## src/rtl/dmem_lsu_if.sv

```systemverilog
// Request/response and data-memory signals of the load/store unit.
// The LSU connects through slave; the CPU/dmem side connects through master.
interface dmem_lsu_if;
  logic        req_valid;
  logic        req_ready;
  logic        req_is_load;
  logic        req_is_store;
  logic [2:0]  req_funct3;
  logic [31:0] req_addr;
  logic [31:0] req_wdata;
  logic        rsp_valid;
  logic [31:0] rsp_rdata;
  logic        rsp_err;
  logic        is_load;
  logic        is_store;
  logic [31:0] mem_addr;
  logic [31:0] store_data;
  logic [31:0] load_data;
  logic [31:0] stat_loads;
  logic [31:0] stat_stores;

  modport slave (
    input  req_valid, req_is_load, req_is_store, req_funct3, req_addr, req_wdata, load_data,
    output req_ready, rsp_valid, rsp_rdata, rsp_err, is_load, is_store, mem_addr, store_data,
           stat_loads, stat_stores
  );

  modport master (
    output req_valid, req_is_load, req_is_store, req_funct3, req_addr, req_wdata, load_data,
    input  req_ready, rsp_valid, rsp_rdata, rsp_err, is_load, is_store, mem_addr, store_data,
           stat_loads, stat_stores
  );
endinterface

```

## src/rtl/dmem_lsu.sv

```systemverilog
// Byte-addressed load/store unit in front of a word-only dmem; sub-word stores use read-modify-write.
// Define LSU_STATS_EN to enable the saturating stat_loads/stat_stores counters.
module dmem_lsu #(
  parameter int ADDR_W = 15
) (
  input logic       clk,
  input logic       rst,
  dmem_lsu_if.slave bus
);
  typedef enum logic [1:0] {IDLE, LOAD_WAIT, RMW_WRITE} state_t;

  state_t      state;
  logic        rsp_valid_q;
  logic        rsp_err_q;
  logic [31:0] rsp_rdata_q;
  logic [1:0]  addr_lo_p1;
  logic [2:0]  funct3_p1;
  logic [15:0] wdata_p1;
  logic [31:0] mem_addr_q;
  logic [31:0] store_data_q;
  logic [31:0] mem_addr_c;
  logic [31:0] store_data_c;
  logic        accept, f3_ok, misaligned, req_err;
  logic        go_load, go_sw, go_rmw;
  logic        unused_addr_hi;

  function automatic logic [31:0] load_extend(input logic [31:0] word, input logic [1:0] lo,
                                              input logic [2:0] f3);
    logic signed [7:0]  b;
    logic signed [15:0] h;
    b = word[{lo, 3'b000} +: 8];
    h = word[{lo[1], 4'b0000} +: 16];
    case (f3)
      3'd0:    return 32'(b);
      3'd1:    return 32'(h);
      3'd4:    return {24'd0, b};
      3'd5:    return {16'd0, h};
      default: return word;
    endcase
  endfunction

  function automatic logic [31:0] merge_store(input logic [31:0] word, input logic [1:0] lo,
                                              input logic [2:0] f3, input logic [15:0] wd);
    logic [31:0] r;
    r = word;
    if (f3[0]) r[{lo[1], 4'b0000} +: 16] = wd;
    else       r[{lo, 3'b000} +: 8]      = wd[7:0];
    return r;
  endfunction

  // Request decode: legality, alignment and which dmem access to launch
  assign bus.req_ready  = (state == IDLE);
  assign accept         = !rst && bus.req_valid && bus.req_ready &&
                          (bus.req_is_load || bus.req_is_store);
  assign f3_ok          = bus.req_is_store ? (bus.req_funct3 <= 3'd2)
                                           : (bus.req_funct3 <= 3'd5 && bus.req_funct3[1:0] != 2'd3);
  assign misaligned     = (bus.req_funct3[1:0] == 2'd1 && bus.req_addr[0]) ||
                          (bus.req_funct3[1:0] == 2'd2 && bus.req_addr[1:0] != 2'd0);
  assign req_err        = accept && ((bus.req_is_load && bus.req_is_store) || !f3_ok || misaligned);
  assign go_load        = accept && !req_err && bus.req_is_load;
  assign go_sw          = accept && !req_err && bus.req_is_store && bus.req_funct3 == 3'd2;
  assign go_rmw         = accept && !req_err && bus.req_is_store && bus.req_funct3 != 3'd2;
  assign unused_addr_hi = ^bus.req_addr[31:ADDR_W+2];

  assign bus.is_load    = go_load || go_rmw;
  assign bus.is_store   = go_sw || (!rst && state == RMW_WRITE);
  assign bus.mem_addr   = mem_addr_c;
  assign bus.store_data = store_data_c;

  always_comb begin
    mem_addr_c   = mem_addr_q;
    store_data_c = store_data_q;
    if (go_load || go_rmw || go_sw) mem_addr_c = 32'(bus.req_addr[ADDR_W+1:2]);
    if (go_sw) store_data_c = bus.req_wdata;
    else if (!rst && state == RMW_WRITE)
      store_data_c = merge_store(bus.load_data, addr_lo_p1, funct3_p1, wdata_p1);
  end

  // p1: request fields and last driven dmem address/data
  always_ff @(posedge clk) begin
    if (accept) begin
      addr_lo_p1 <= bus.req_addr[1:0];
      funct3_p1  <= bus.req_funct3;
      wdata_p1   <= bus.req_wdata[15:0];
    end
    if (bus.is_load || bus.is_store) mem_addr_q <= mem_addr_c;
    if (bus.is_store) store_data_q <= store_data_c;
  end

  always_ff @(posedge clk) begin
    if (rst) begin
      state       <= IDLE;
      rsp_valid_q <= 1'b0;
      rsp_err_q   <= 1'b0;
      rsp_rdata_q <= '0;
    end else begin
      rsp_valid_q <= 1'b0;
      rsp_err_q   <= 1'b0;
      rsp_rdata_q <= '0;
      case (state)
        IDLE: begin
          rsp_valid_q <= go_sw || req_err;
          rsp_err_q   <= req_err;
          if (go_load)     state <= LOAD_WAIT;
          else if (go_rmw) state <= RMW_WRITE;
        end
        LOAD_WAIT: begin
          rsp_valid_q <= 1'b1;
          rsp_rdata_q <= load_extend(bus.load_data, addr_lo_p1, funct3_p1);
          state       <= IDLE;
        end
        RMW_WRITE: begin
          rsp_valid_q <= 1'b1;
          state       <= IDLE;
        end
        default: state <= IDLE;
      endcase
    end
  end

  assign bus.rsp_valid = rsp_valid_q;
  assign bus.rsp_err   = rsp_err_q;
  assign bus.rsp_rdata = rsp_rdata_q;

`ifdef LSU_STATS_EN
  logic [31:0] stat_loads_q;
  logic [31:0] stat_stores_q;

  function automatic logic [31:0] sat_inc(input logic [31:0] v);
    return (v == 32'hFFFF_FFFF) ? v : v + 32'd1;
  endfunction

  // Counted on the edge that registers a successful response
  always_ff @(posedge clk) begin
    if (rst) begin
      stat_loads_q  <= '0;
      stat_stores_q <= '0;
    end else begin
      if (state == LOAD_WAIT) stat_loads_q <= sat_inc(stat_loads_q);
      if (go_sw || state == RMW_WRITE) stat_stores_q <= sat_inc(stat_stores_q);
    end
  end

  assign bus.stat_loads  = stat_loads_q;
  assign bus.stat_stores = stat_stores_q;
`else
  assign bus.stat_loads  = '0;
  assign bus.stat_stores = '0;
`endif
endmodule

```

## src/flat_wrapper.sv

```systemverilog
// flat-port wrapper written by rule: the top's interface ports become plain ports
module dmem_lsu_flat 
#(
  parameter int ADDR_W = 15
)
  (clk, rst, bus_req_valid, bus_req_is_load, bus_req_is_store, bus_req_funct3, bus_req_addr, bus_req_wdata, bus_load_data, bus_req_ready, bus_rsp_valid, bus_rsp_rdata, bus_rsp_err, bus_is_load, bus_is_store, bus_mem_addr, bus_store_data, bus_stat_loads, bus_stat_stores);
  dmem_lsu_if bus_i ();
  input logic clk;
  input logic rst;
  input wire logic [$bits(bus_i.req_valid)-1:0] bus_req_valid;
  input wire logic [$bits(bus_i.req_is_load)-1:0] bus_req_is_load;
  input wire logic [$bits(bus_i.req_is_store)-1:0] bus_req_is_store;
  input wire logic [$bits(bus_i.req_funct3)-1:0] bus_req_funct3;
  input wire logic [$bits(bus_i.req_addr)-1:0] bus_req_addr;
  input wire logic [$bits(bus_i.req_wdata)-1:0] bus_req_wdata;
  input wire logic [$bits(bus_i.load_data)-1:0] bus_load_data;
  output wire logic [$bits(bus_i.req_ready)-1:0] bus_req_ready;
  output wire logic [$bits(bus_i.rsp_valid)-1:0] bus_rsp_valid;
  output wire logic [$bits(bus_i.rsp_rdata)-1:0] bus_rsp_rdata;
  output wire logic [$bits(bus_i.rsp_err)-1:0] bus_rsp_err;
  output wire logic [$bits(bus_i.is_load)-1:0] bus_is_load;
  output wire logic [$bits(bus_i.is_store)-1:0] bus_is_store;
  output wire logic [$bits(bus_i.mem_addr)-1:0] bus_mem_addr;
  output wire logic [$bits(bus_i.store_data)-1:0] bus_store_data;
  output wire logic [$bits(bus_i.stat_loads)-1:0] bus_stat_loads;
  output wire logic [$bits(bus_i.stat_stores)-1:0] bus_stat_stores;
  assign bus_i.req_valid = bus_req_valid;
  assign bus_i.req_is_load = bus_req_is_load;
  assign bus_i.req_is_store = bus_req_is_store;
  assign bus_i.req_funct3 = bus_req_funct3;
  assign bus_i.req_addr = bus_req_addr;
  assign bus_i.req_wdata = bus_req_wdata;
  assign bus_i.load_data = bus_load_data;
  assign bus_req_ready = bus_i.req_ready;
  assign bus_rsp_valid = bus_i.rsp_valid;
  assign bus_rsp_rdata = bus_i.rsp_rdata;
  assign bus_rsp_err = bus_i.rsp_err;
  assign bus_is_load = bus_i.is_load;
  assign bus_is_store = bus_i.is_store;
  assign bus_mem_addr = bus_i.mem_addr;
  assign bus_store_data = bus_i.store_data;
  assign bus_stat_loads = bus_i.stat_loads;
  assign bus_stat_stores = bus_i.stat_stores;
  dmem_lsu #(.ADDR_W(ADDR_W)) u_core (.clk(clk), .rst(rst), .bus(bus_i));
endmodule
```

## config.mk

```make
export PLATFORM = sky130hd
export DESIGN_NAME = dmem_lsu_flat
export DESIGN_NICKNAME = d
export VERILOG_FILES = /design/src/rtl/dmem_lsu_if.sv /design/src/rtl/dmem_lsu.sv /design/src/flat_wrapper.sv
export SDC_FILE = /design/constraint.sdc
export NUM_CORES = 1
export LEC_CHECK = 0
export CORE_MARGIN = 2
export CORE_UTILIZATION = 49
export CTS_BUF_LIST = sky130_fd_sc_hd__clkbuf_2
export DETAILED_ROUTE_END_ITERATION = 10
export PLACE_DENSITY = 0.88
export SLEW_MARGIN = 15
export SYNTH_ARGS = -nofsm -noshare
export SYNTH_HDL_FRONTEND = slang
export SYNTH_SLANG_ARGS = --single-unit
```

## constraint.sdc

```tcl
create_clock -name clk -period 10 [get_ports clk]
set_clock_uncertainty 0.15 [all_clocks]
set_input_delay 2 -clock clk [delete_from_list [all_inputs] [get_ports clk]]
set_output_delay 2 -clock clk [all_outputs]
set_load 0.02 [all_outputs]
```

Yosys cells after proc, flatten, opt, wreduce, memory -nomap -nowiden --
Cells that the tools add are included.
Operators by class: $add $sub $neg 2, shifts and indexed selects 6, mux-type cells 11, magnitude comparators 2, eq/ne operators 10, bitwise gates (word level) 2, reductions and logical operators 34
Operators with widths (count):
- $mux 32 | 4
- $pmux 32 s4 | 1
- $bwmux 32 | 2
- $shift 16x7->32 const A | 1
- $shift 8x7->32 const A | 1
- $shiftx 16x7->32 | 1
- $shiftx 32x6->16 | 1
- $shiftx 32x6->8 | 1
- $shiftx 8x7->32 | 1
- $logic_and 1x1->1 | 14
- $neg 5->7 | 2
- $logic_or 1x1->1 | 9
- $eq 3x3->1 const B | 2
- $reduce_or 2->1 | 3
- $eq 2x1->1 const B | 2
- $eq 2x2->1 const B | 2
- $reduce_bool 2->1 | 2
- $eq 3x1->1 const B | 1
- $eq 3x2->1 const B | 1
- $le 3x2->1 const B | 1
- $le 3x3->1 const B | 1
- $logic_not 1->1 | 3
- $logic_not 3->1 | 1
- $mux 1 | 3
- 6 further kinds | 7
Storage, ports and cells: logic and storage cells 77, register bits after elaboration 121, output and inout bits 165

Logic depth before layout (Yosys ltp) --
Gate-level depths: netlist (run 1).
word-level depth 14, gate-level depth with buffers 9, mapped depth without buffers 6

Worst setup path before layout (run 1) --
No wires, ideal clock.
path kind input -> output, start point in bus_req_funct3[0], end point out bus_is_store, cell stages on the path 6, slack 3925 ps, arrival time 3925 ps, cells stage by stage nor4_2 o211a_1 and4_1 buf_6 buf_12 nand2b_1
On the way: longest elaborated chain between the ends 12
Ends and longest elaborated chain:
- start, declared | RTL line flat_wrapper.sv:13 | input wire logic [$bits(bus_i.req_funct3)-1:0] bus_req_funct3;
- $le 3x3->1 or $ne 2x2->1 (tied branches) | RTL line dmem_lsu.sv:56 | : (bus.req_funct3 <= 3'd5 && bus.req_funct3[1:0] != 2'd3);
- $logic_and 1x1->1 | RTL line dmem_lsu.sv:56
- $mux 1 | RTL line dmem_lsu.sv:55 | assign f3_ok = bus.req_is_store ? (bus.req_funct3 <= 3'd2)
- $logic_not 1->1 | RTL line dmem_lsu.sv:59 | assign req_err = accept && ((bus.req_is_load && bus.req_is_store) || !f3_ok || misaligned);
- $logic_or 1x1->1 (2 in a row) | RTL line dmem_lsu.sv:59
- $logic_and 1x1->1 | RTL line dmem_lsu.sv:59
- $logic_not 1->1 | RTL line dmem_lsu.sv:61 | assign go_sw = accept && !req_err && bus.req_is_store && bus.req_funct3 == 3'd2;
- $logic_and 1x1->1 (2 in a row) | RTL line dmem_lsu.sv:61
- $logic_and 1x1->1 * | RTL line dmem_lsu.sv:61
- $logic_or 1x1->1 * | RTL line dmem_lsu.sv:66 | assign bus.is_store = go_sw || (!rst && state == RMW_WRITE);
- end, declared | RTL line flat_wrapper.sv:22 | output wire logic [$bits(bus_i.is_store)-1:0] bus_is_store;
Every way passes the cells marked *; elsewhere a longest branch is shown, timed or not.

Final worst setup path (run 1) --
start point in rst, end point out bus_store_data[31]
On the way: longest elaborated chain between the ends 10
Ends and longest elaborated chain:
- start, declared | RTL line flat_wrapper.sv:9 | input logic rst;
- $logic_not 1->1 * | RTL line dmem_lsu.sv:53, dmem_lsu.sv:75
- $logic_and 1x1->1 (3 in a row) | RTL line dmem_lsu.sv:53 | assign accept = !rst && bus.req_valid && bus.req_ready &&
- $logic_and 1x1->1 | RTL line dmem_lsu.sv:59
- $logic_not 1->1 | RTL line dmem_lsu.sv:61
- $logic_and 1x1->1 (3 in a row) | RTL line dmem_lsu.sv:61
- $mux 32 * | RTL line dmem_lsu.sv:74 | if (go_sw) store_data_c = bus.req_wdata;
- end, declared | RTL line flat_wrapper.sv:24 | output wire logic [$bits(bus_i.store_data)-1:0] bus_store_data;
Marked as above.

==> results of run 1 <==
-- through the flow --
stage | hold WS, ns | power (mW) | util | instance area (sq um) | cells
2_1_floorplan | 0.3246 | 0.6607 | - | 7129 | 691
3_3_place_gp | 0.3488 | 0.7136 | 0.6218 | 8598 | 964
3_5_place_dp | 0.3495 | 0.7158 | 0.6218 | 8598 | 964
4_1_cts | 0.3708 | 1.037 | 0.6393 | 8840 | 996
5_1_grt | 0.3852 | 1.073 | 0.6399 | 8848 | 997
6_report | 0.3810 | 1.034 | 0.6399 | 8848 | 997
-- worst max-delay path, stage by stage --
cell             delay, ns
clkdlybuf4s50_1       0.57
and3b_1               0.30
o211a_1               0.18
and4_2                1.00
mux2_2                0.44
clkdlybuf4s50_1       0.56
-- worst max-delay path by stage --
stage	start	end	cells after the start
4_1_cts	rst	bus_store_data[31]	6
2_1_floorplan	bus_req_funct3[0]	bus_is_store	6
3_3_place_gp	rst	bus_store_data[31]	6
3_5_place_dp	rst	bus_store_data[31]	6
6_report	rst	bus_store_data[31]	6
5_1_grt	rst	bus_store_data[0]	6
-- cell type report --
class                      instances  area share
antenna                            1   0.0002828
clock buffer                      18     0.01018
clock inverter                    14     0.01711
inverter                          12    0.005090
multi-input combinational        454      0.3514
sequential                       121      0.3699
tap                              180     0.02545
timing repair buffer             197      0.2206
-- registers in the layout (all words and copies together), names as in the netlist --
signal	flops
u_core.addr_lo_p1	2
u_core.bus.rsp_err	1
u_core.bus.rsp_rdata	32
u_core.bus.rsp_valid	1
u_core.funct3_p1	3
u_core.mem_addr_q	32
u_core.state	2
u_core.store_data_q	32
u_core.wdata_p1	16
-- metal layers --
| metal | vias up | part of all wire |
|---|---|---|
| li1 | 2506 | - |
| met1 | 2535 | 0.37 |
| met2 | 343 | 0.46 |
| met3 | 52 | 0.13 |
| met4 | 0 | 0.034 |
| met5 | - | 0 |
-- cell usage after synthesis (2+ instances only) --
| cell | n | area (sq um) |
|---|---|---|
| a221oi_1 | 6 | 52.55 |
| clkbuf_1 | 21 | 78.83 |
| mux2_1 | 11 | 123.9 |
| dfxtp_1 | 36 | 720.7 |
| buf_12 | 3 | 60.06 |
| a211oi_1 | 3 | 22.52 |
| and2_1 | 20 | 125.1 |
| buf_4 | 65 | 488.0 |
| o21ai_0 | 14 | 70.07 |
| a22oi_1 | 2 | 15.01 |
| mux2_2 | 45 | 506.7 |
| buf_6 | 2 | 22.52 |
| buf_2 | 11 | 55.05 |
| mux2i_1 | 4 | 40.04 |
| nor2_1 | 9 | 33.78 |
| edfxtp_1 | 85 | 2552 |
| buf_1 | 2 | 7.510 |
| ha_1 | 9 | 112.6 |
| nand3_1 | 3 | 15.01 |
| and2b_1 | 2 | 15.01 |
| nor2b_1 | 4 | 25.02 |
| nor4bb_1 | 3 | 30.03 |
| a21oi_1 | 22 | 110.1 |
| o22ai_1 | 32 | 200.2 |
| mux2_4 | 28 | 420.4 |
| inv_1 | 12 | 45.04 |
| a31oi_1 | 39 | 244.0 |
| nand2_1 | 76 | 285.3 |
| nand2b_1 | 37 | 231.5 |
-- power by group through the flow --
stage | clock (mW) | combinational (mW) | sequential, mW
after global placement | 0 | 0.153 | 0.561
after CTS | 0.331 | 0.156 | 0.550
after detailed placement | 0 | 0.155 | 0.561
after global routing | 0.353 | 0.168 | 0.551
final | 0.326 | 0.158 | 0.550
after floorplan | 0 | 0.101 | 0.560
-- placed cells by master, fill, tap and decap left out, drive strengths merged, types with 17 or more instances in the layout --
cell type	count
a21oi	22
a31oi	39
and2	20
clkbuf	18
clkdlybuf4s50	189
conb	64
dfxtp	36
edfxtp	85
inv	17
mux2	84
nand2	76
nand2b	37
o22ai	33
-- cells by family after synthesis --
| group | after synthesis | share of synthesized area |
|---|---|---|
| compound gates | 128 | 0.1162 |
| simple gates | 165 | 0.1240 |
| other cells | 1 | 0.0005440 |
| buf+inv | 116 | 0.1098 |
| mux | 88 | 0.1583 |
| flops | 121 | 0.4749 |
| fa+ha+maj | 9 | 0.01634 |
==> key figures, run 1 <==
Synthesis
  – Mean area per synthesized cell: 10.98 sq um
  – Register area share after synthesis: 0.4749
  – Most used DFF post-synth: edfxtp_1
  – Cells after Synth: 628
  – Post-synth EDFFs: 85
  – Synth cell types: 51
  – FF+latch count, synth: 121
  – Area of the mapped netlist: 6893 sq um
  – Async set-reset flop share out of synthesis: 0
  – Synth Warn #: 0

Layout
  – Fillers: 1,045
  – Register area: 3273 sq um
  – Layout net count: 916
  – Area Growth Syn to Fin: 28.37%
  – Layout cell share with drive strength beyond 1: 0.1446
  – Multi-input gate area: 3109 sq um

CTS
  – Resize count post-CTS: 0
  – # hold bufs at CTS: 0
  – Clk_lat worst skew: 0.70 ns
  – Clock sinks: 121
  – Clk slew on worst S/H paths: 0.17 ns
  – Htree depth: 4
  – CTS tree: yes
  – Post-CTS Setup Inserts: 0
  – CTS Root Cell: clkbuf_2
  – TritonCTS Buffers: 17
  – CTS max path bufs: 2

Timing
  – Min Tclk post-route: 7.231 ns
  – Worst slew margin: 0.2372
  – Worst slew pin tran: 1.144 ns
  – Final setup vio count: 0
  – Pins Over Slew Limit: 0
  – Fin. Hold Viols: 0
  – Peak Freq: 138.3 MHz
  – Setup WS post-layout: 2.769 ns
  – Period utilisation layout: 0.7231
  – Setup TNS: 0 ns
  – RSZ-0062 raised after global routing: false

Placement
  – Placer Congestion: 0.9034
  – Post-DP HPWL: 13.74 mm
  – Pre-CTS WS: 2.737 ns
  – IO Port Bufs: 189

Global routing
  – First-pass GRT wire length: 27.89 mm
  – Initial antenna violation count: 1
  – Met2 Resource Use GR: 0.3997
  – Overall routing resource usage: 0.2503
  – Global Route met3 Usage: 0.09805
  – Met1 usage in global routing: 0.3034
  – GRT Residual Overflow: 0
  – Vias in the first global route: 5,182
  – Largest net degree at the start of global routing: 56
  – Busiest grt layer: met2

Die
  – Starting density of the core: 0.4985
  – Die height: 122.6 um
  – Io pins: 269
  – Die Span X: 122.6 um
  – Core footprint: 13,830 sq um
  – Num rows: 43
  – Die area: 15,030 sq um

Setup path
  – CP required: 7.85 ns
  – Worst reg2reg setup slack: 6.74 ns
  – WS Path Type: primary input to output pin
  – CP Launch Type: primary input
  – Critical-path maximum fanout: 34
  – CP endpoint kind: output pin
  – R2R Path End: u_core.store_data_q[5]
  – WP data arrival: 5.08 ns
  – Worst reg2reg startpoint: u_core.state[0]
  – Reg2Reg Depth: 7

Drt
  – Initial drt markers: 677
  – Residual DRC: 0
  – Drt total wl: 18.92 mm
  – TritonRoute pass-1 iters: 5
  – Vias/cell: 5.452
  – Final ANT Viol Nets: 0
  – Avg WL per Cell: 18.97 um
  – Via count: 5,436

Hold path
  – Hold path startpoint: u_core.state[1]
  – Worst Hold Depth: 2
  – Hold crit path type: register to register
  – Hold path endpoint: u_core.state[1]

Power and ir drop
  – Power per Cell Area: 116.8 nW/um^2
  – Leakage: 3.276 nW
  – Net switching power: 0.2812 mW
  – Clock network power share: 0.315
  – Reg power frac: 0.532
  – Combinational group share of total power: 0.153
  – Maximum VDD drop: 0.09746 mV
  – Switching share of power: 0.2720
  – Internal power: 0.7527 mW

Run
  – Max-cap violation count: 0

Outcome
  – Status: finished, final reports clean
No activity file was read; power rests on OpenSTA's default activity.
==> inputs of run 2 (changes only) <==
- CORE_UTILIZATION: 49 -> 46
- PLACE_DENSITY: 0.88 -> 0.84
- clock period: 10 -> 7.5 ns (I/O delays scaled with it)
==> run 2 against run 1 <==
Effect of this change: total power is 34% higher; routed wire length is 1.7% higher; sequential share of layout area is 0.084 points lower; worst hold slack worse by 0.0037 ns; clock power is 34% higher; via count is 1.2% higher; die area is 6.3% higher; clock-buffer cell count is 1 lower; final cell count is 0.70% higher; sequential cell count stayed put; sequential power is 33% higher; largest cell class unchanged.
==> key figures, run 2 (synthesized netlist as in run 1, its figures left out) <==
Outcome
  – Status: finished, final reports clean (unchanged)

Drt
  – TritonRoute pass-1 iters: 5 (unchanged)
  – Via count: 5,503 (was 5,436)
  – Residual DRC: 0 (unchanged)
  – Final ANT Viol Nets: 0 (unchanged)
  – Initial drt markers: 487 (was 677)
  – Vias/cell: 5.481 (was 5.452)
  – Drt total wl: 19.24 mm (was 18.92 mm)
  – Avg WL per Cell: 19.16 um (was 18.97 um)

Global routing
  – Initial antenna violation count: 1 (unchanged)
  – First-pass GRT wire length: 29.23 mm (was 27.89 mm)
  – Overall routing resource usage: 0.2373 (was 0.2503)
  – Largest net degree at the start of global routing: 56 (unchanged)
  – Vias in the first global route: 5,387 (was 5,182)
  – GRT Residual Overflow: 0 (unchanged)

Placement
  – Placed cell area: 8626 sq um (was 8598 sq um)
  – Pre-CTS WS: 1.562 ns (was 2.737 ns)
  – IO Port Bufs: 189 (unchanged)
  – Post-DP HPWL: 13.90 mm (was 13.74 mm)
  – Placer Congestion: 0.9789 (was 0.9034)
  – Placed Instances: 971 (was 964)

CTS
  – Clk_lat worst skew: 0.71 ns (was 0.70 ns)
  – Clock sinks: 121 (unchanged)
  – CTS Root Cell: clkbuf_2 (unchanged)
  – # hold bufs at CTS: 0 (unchanged)
  – CTS max path bufs: 2 (unchanged)
  – Post-CTS Setup Inserts: 0 (unchanged)
  – TritonCTS Buffers: 17 (unchanged)
  – Htree depth: 4 (unchanged)
  – Clk slew on worst S/H paths: 0.18 ns (was 0.17 ns)
  – CTS tree: yes (unchanged)
  – Resize count post-CTS: 0 (unchanged)

Setup path
  – Crit-path slowest cell: nor2_2 (was and4_2)
  – Worst reg2reg startpoint: u_core.state[0] (unchanged)
  – CP endpoint: bus_store_data[0] (was bus_store_data[31])
  – CP max stage delay: 0.62 ns (was 1.00 ns)
  – Worst reg2reg setup slack: 4.51 ns (was 6.74 ns)
  – Reg2Reg Depth: 8 (was 7)
  – WP data arrival: 4.31 ns (was 5.08 ns)
  – Largest delay share family, worst path: buffers and inverters (was simple AND/OR/NAND/NOR gates)
  – CP required: 5.85 ns (was 7.85 ns)
  – CP Launch Type: primary input (unchanged)
  – Crit path buf inv count: 3 (was 2)
  – Critical path depth: 7 (was 6)
  – CP endpoint kind: output pin (unchanged)
  – Critical path cell sequence: clkdlybuf4s50_1 > nand2b_1 > nor2_2 > buf_4 > a31oi_1 > mux2_1 > clkdlybuf4s50_1 (was clkdlybuf4s50_1 > and3b_1 > o211a_1 > and4_2 > mux2_2 > clkdlybuf4s50_1)
  – R2R Path End: u_core.store_data_q[30] (was u_core.store_data_q[5])
  – Critical-path maximum fanout: 18 (was 34)
  – WS Path Type: primary input to output pin (unchanged)
  – Cell mode on critical path: clkdlybuf4s50_1 (unchanged)
  – Worst setup path start: rst (unchanged)

Power and ir drop
  – Leakage: 3.292 nW (was 3.276 nW)
  – Maximum VDD drop: 0.1264 mV (was 0.09746 mV)
  – Overall power: 1.383 mW (was 1.034 mW)
  – Power per Cell Area: 155.9 nW/um^2 (was 116.8 nW/um^2)

Timing
  – Min Tclk post-route: 5.960 ns
  – Setup TNS: 0 ns (unchanged)
  – Worst slew margin: 0.2467 (was 0.2372)
  – Peak Freq: 167.8 MHz
  – RSZ-0062 raised after global routing: false (unchanged)
  – Final setup vio count: 0 (unchanged)
  – Fin. Hold Viols: 0 (unchanged)
  – Worst slew pin tran: 1.130 ns (was 1.144 ns)
  – Pins Over Slew Limit: 0 (unchanged)
  – Hold_ws: 0.3774 ns (was 0.3810 ns)
  – Setup WS post-layout: 1.540 ns (was 2.769 ns)
  – Period utilisation layout: 0.7947

Die
  – Die area: 15,980 sq um (was 15,030 sq um)
  – Num rows: 44 (was 43)
  – Die Span X: 126.4 um (was 122.6 um)
  – Io pins: 269 (unchanged)
  – Core footprint: 14,590 sq um (was 13,830 sq um)
  – Starting density of the core: 0.4725 (was 0.4985)
  – Die height: 126.4 um (was 122.6 um)

Layout
  – Final core utilization: 0.6079 (was 0.6399)
  – Layout cell share with drive strength beyond 1: 0.1465 (was 0.1446)
  – Commonest cells after routing, fill and taps aside: 189 x clkdlybuf4s50_1, 85 x edfxtp_1, 76 x nand2_1 (unchanged)
  – Final Instance Area: 8869 sq um (was 8848 sq um)
  – Post-route insts no fill: 1,004 (was 997)
  – Area Growth Syn to Fin: 28.66% (was 28.37%)
  – Layout net count: 919 (was 916)
  – Commonest non-fill, non-tap cell in the layout: clkdlybuf4s50_1 (unchanged)

Hold path
  – Hold crit path type: register to register (unchanged)

Run
  – Max-cap violation count: 0 (unchanged)
run 2: changes by cell type in the layout (fill, tap and decap cells not counted):
cell	change
nor4bb_1	+1
nor4bb_2	-1
inv_4	-2
buf_4	+3
inv_2	+2
clkbuf_2	-1
inv_6	+1
run 2: report_power, final:
group	internal [mW]	total [mW]	leakage (nW)	switching [mW]
combinational	0.0943	0.210	2.07	0.116
clock	0.182	0.438	0.161	0.256
sequential	0.725	0.734	1.06	0.00906
total	1.00	1.38	3.29	0.381
run 2: worst min-delay path by stage:
stage                    start               to  slack (ns)  cells after the start
3_3_place_gp   u_core.state[1]  u_core.state[1]        0.34                      2
4_1_cts        u_core.state[1]  u_core.state[1]        0.38                      2
5_1_grt        u_core.state[1]  u_core.state[1]        0.41                      2
3_5_place_dp   u_core.state[1]  u_core.state[1]        0.35                      2
6_report       u_core.state[1]  u_core.state[1]        0.38                      2
2_1_floorplan  u_core.state[1]  u_core.state[1]        0.32                      2
run 2: area by class of cell:
| class | instances | area [sq um] |
|---|---|---|
| Timing Repair Buffer | 200 | 1974 |
| Clock buffer | 17 | 85.08 |
| Multi-Input combinational cell | 454 | 3103 |
| Antenna cell | 1 | 2.502 |
| Sequential cell | 121 | 3273 |
| Clock inverter | 15 | 155.1 |
| Tap cell | 184 | 230.2 |
| Fill cell | 1180 | 5720 |
| Inverter | 12 | 45.04 |
run 2: per-layer routing:
| metal | track usage | wire length, um | vias to the layer above | share of wire |
|---|---|---|---|---|
| met5 | 0 | 0 | - | 0 |
| met3 | 0.1025 | 2419 | 52 | 0.13 |
| met2 | 0.3765 | 8917 | 378 | 0.46 |
| met4 | 0.1105 | 670 | 0 | 0.035 |
| li1 | - | - | 2515 | - |
| met1 | 0.2778 | 7232 | 2558 | 0.38 |
run 2: tightest hold or removal path, stage by stage (launching register included):
cell and delay, ns:
dfxtp_1 0.38, nand2_1 0.07, a22oi_1 0.06
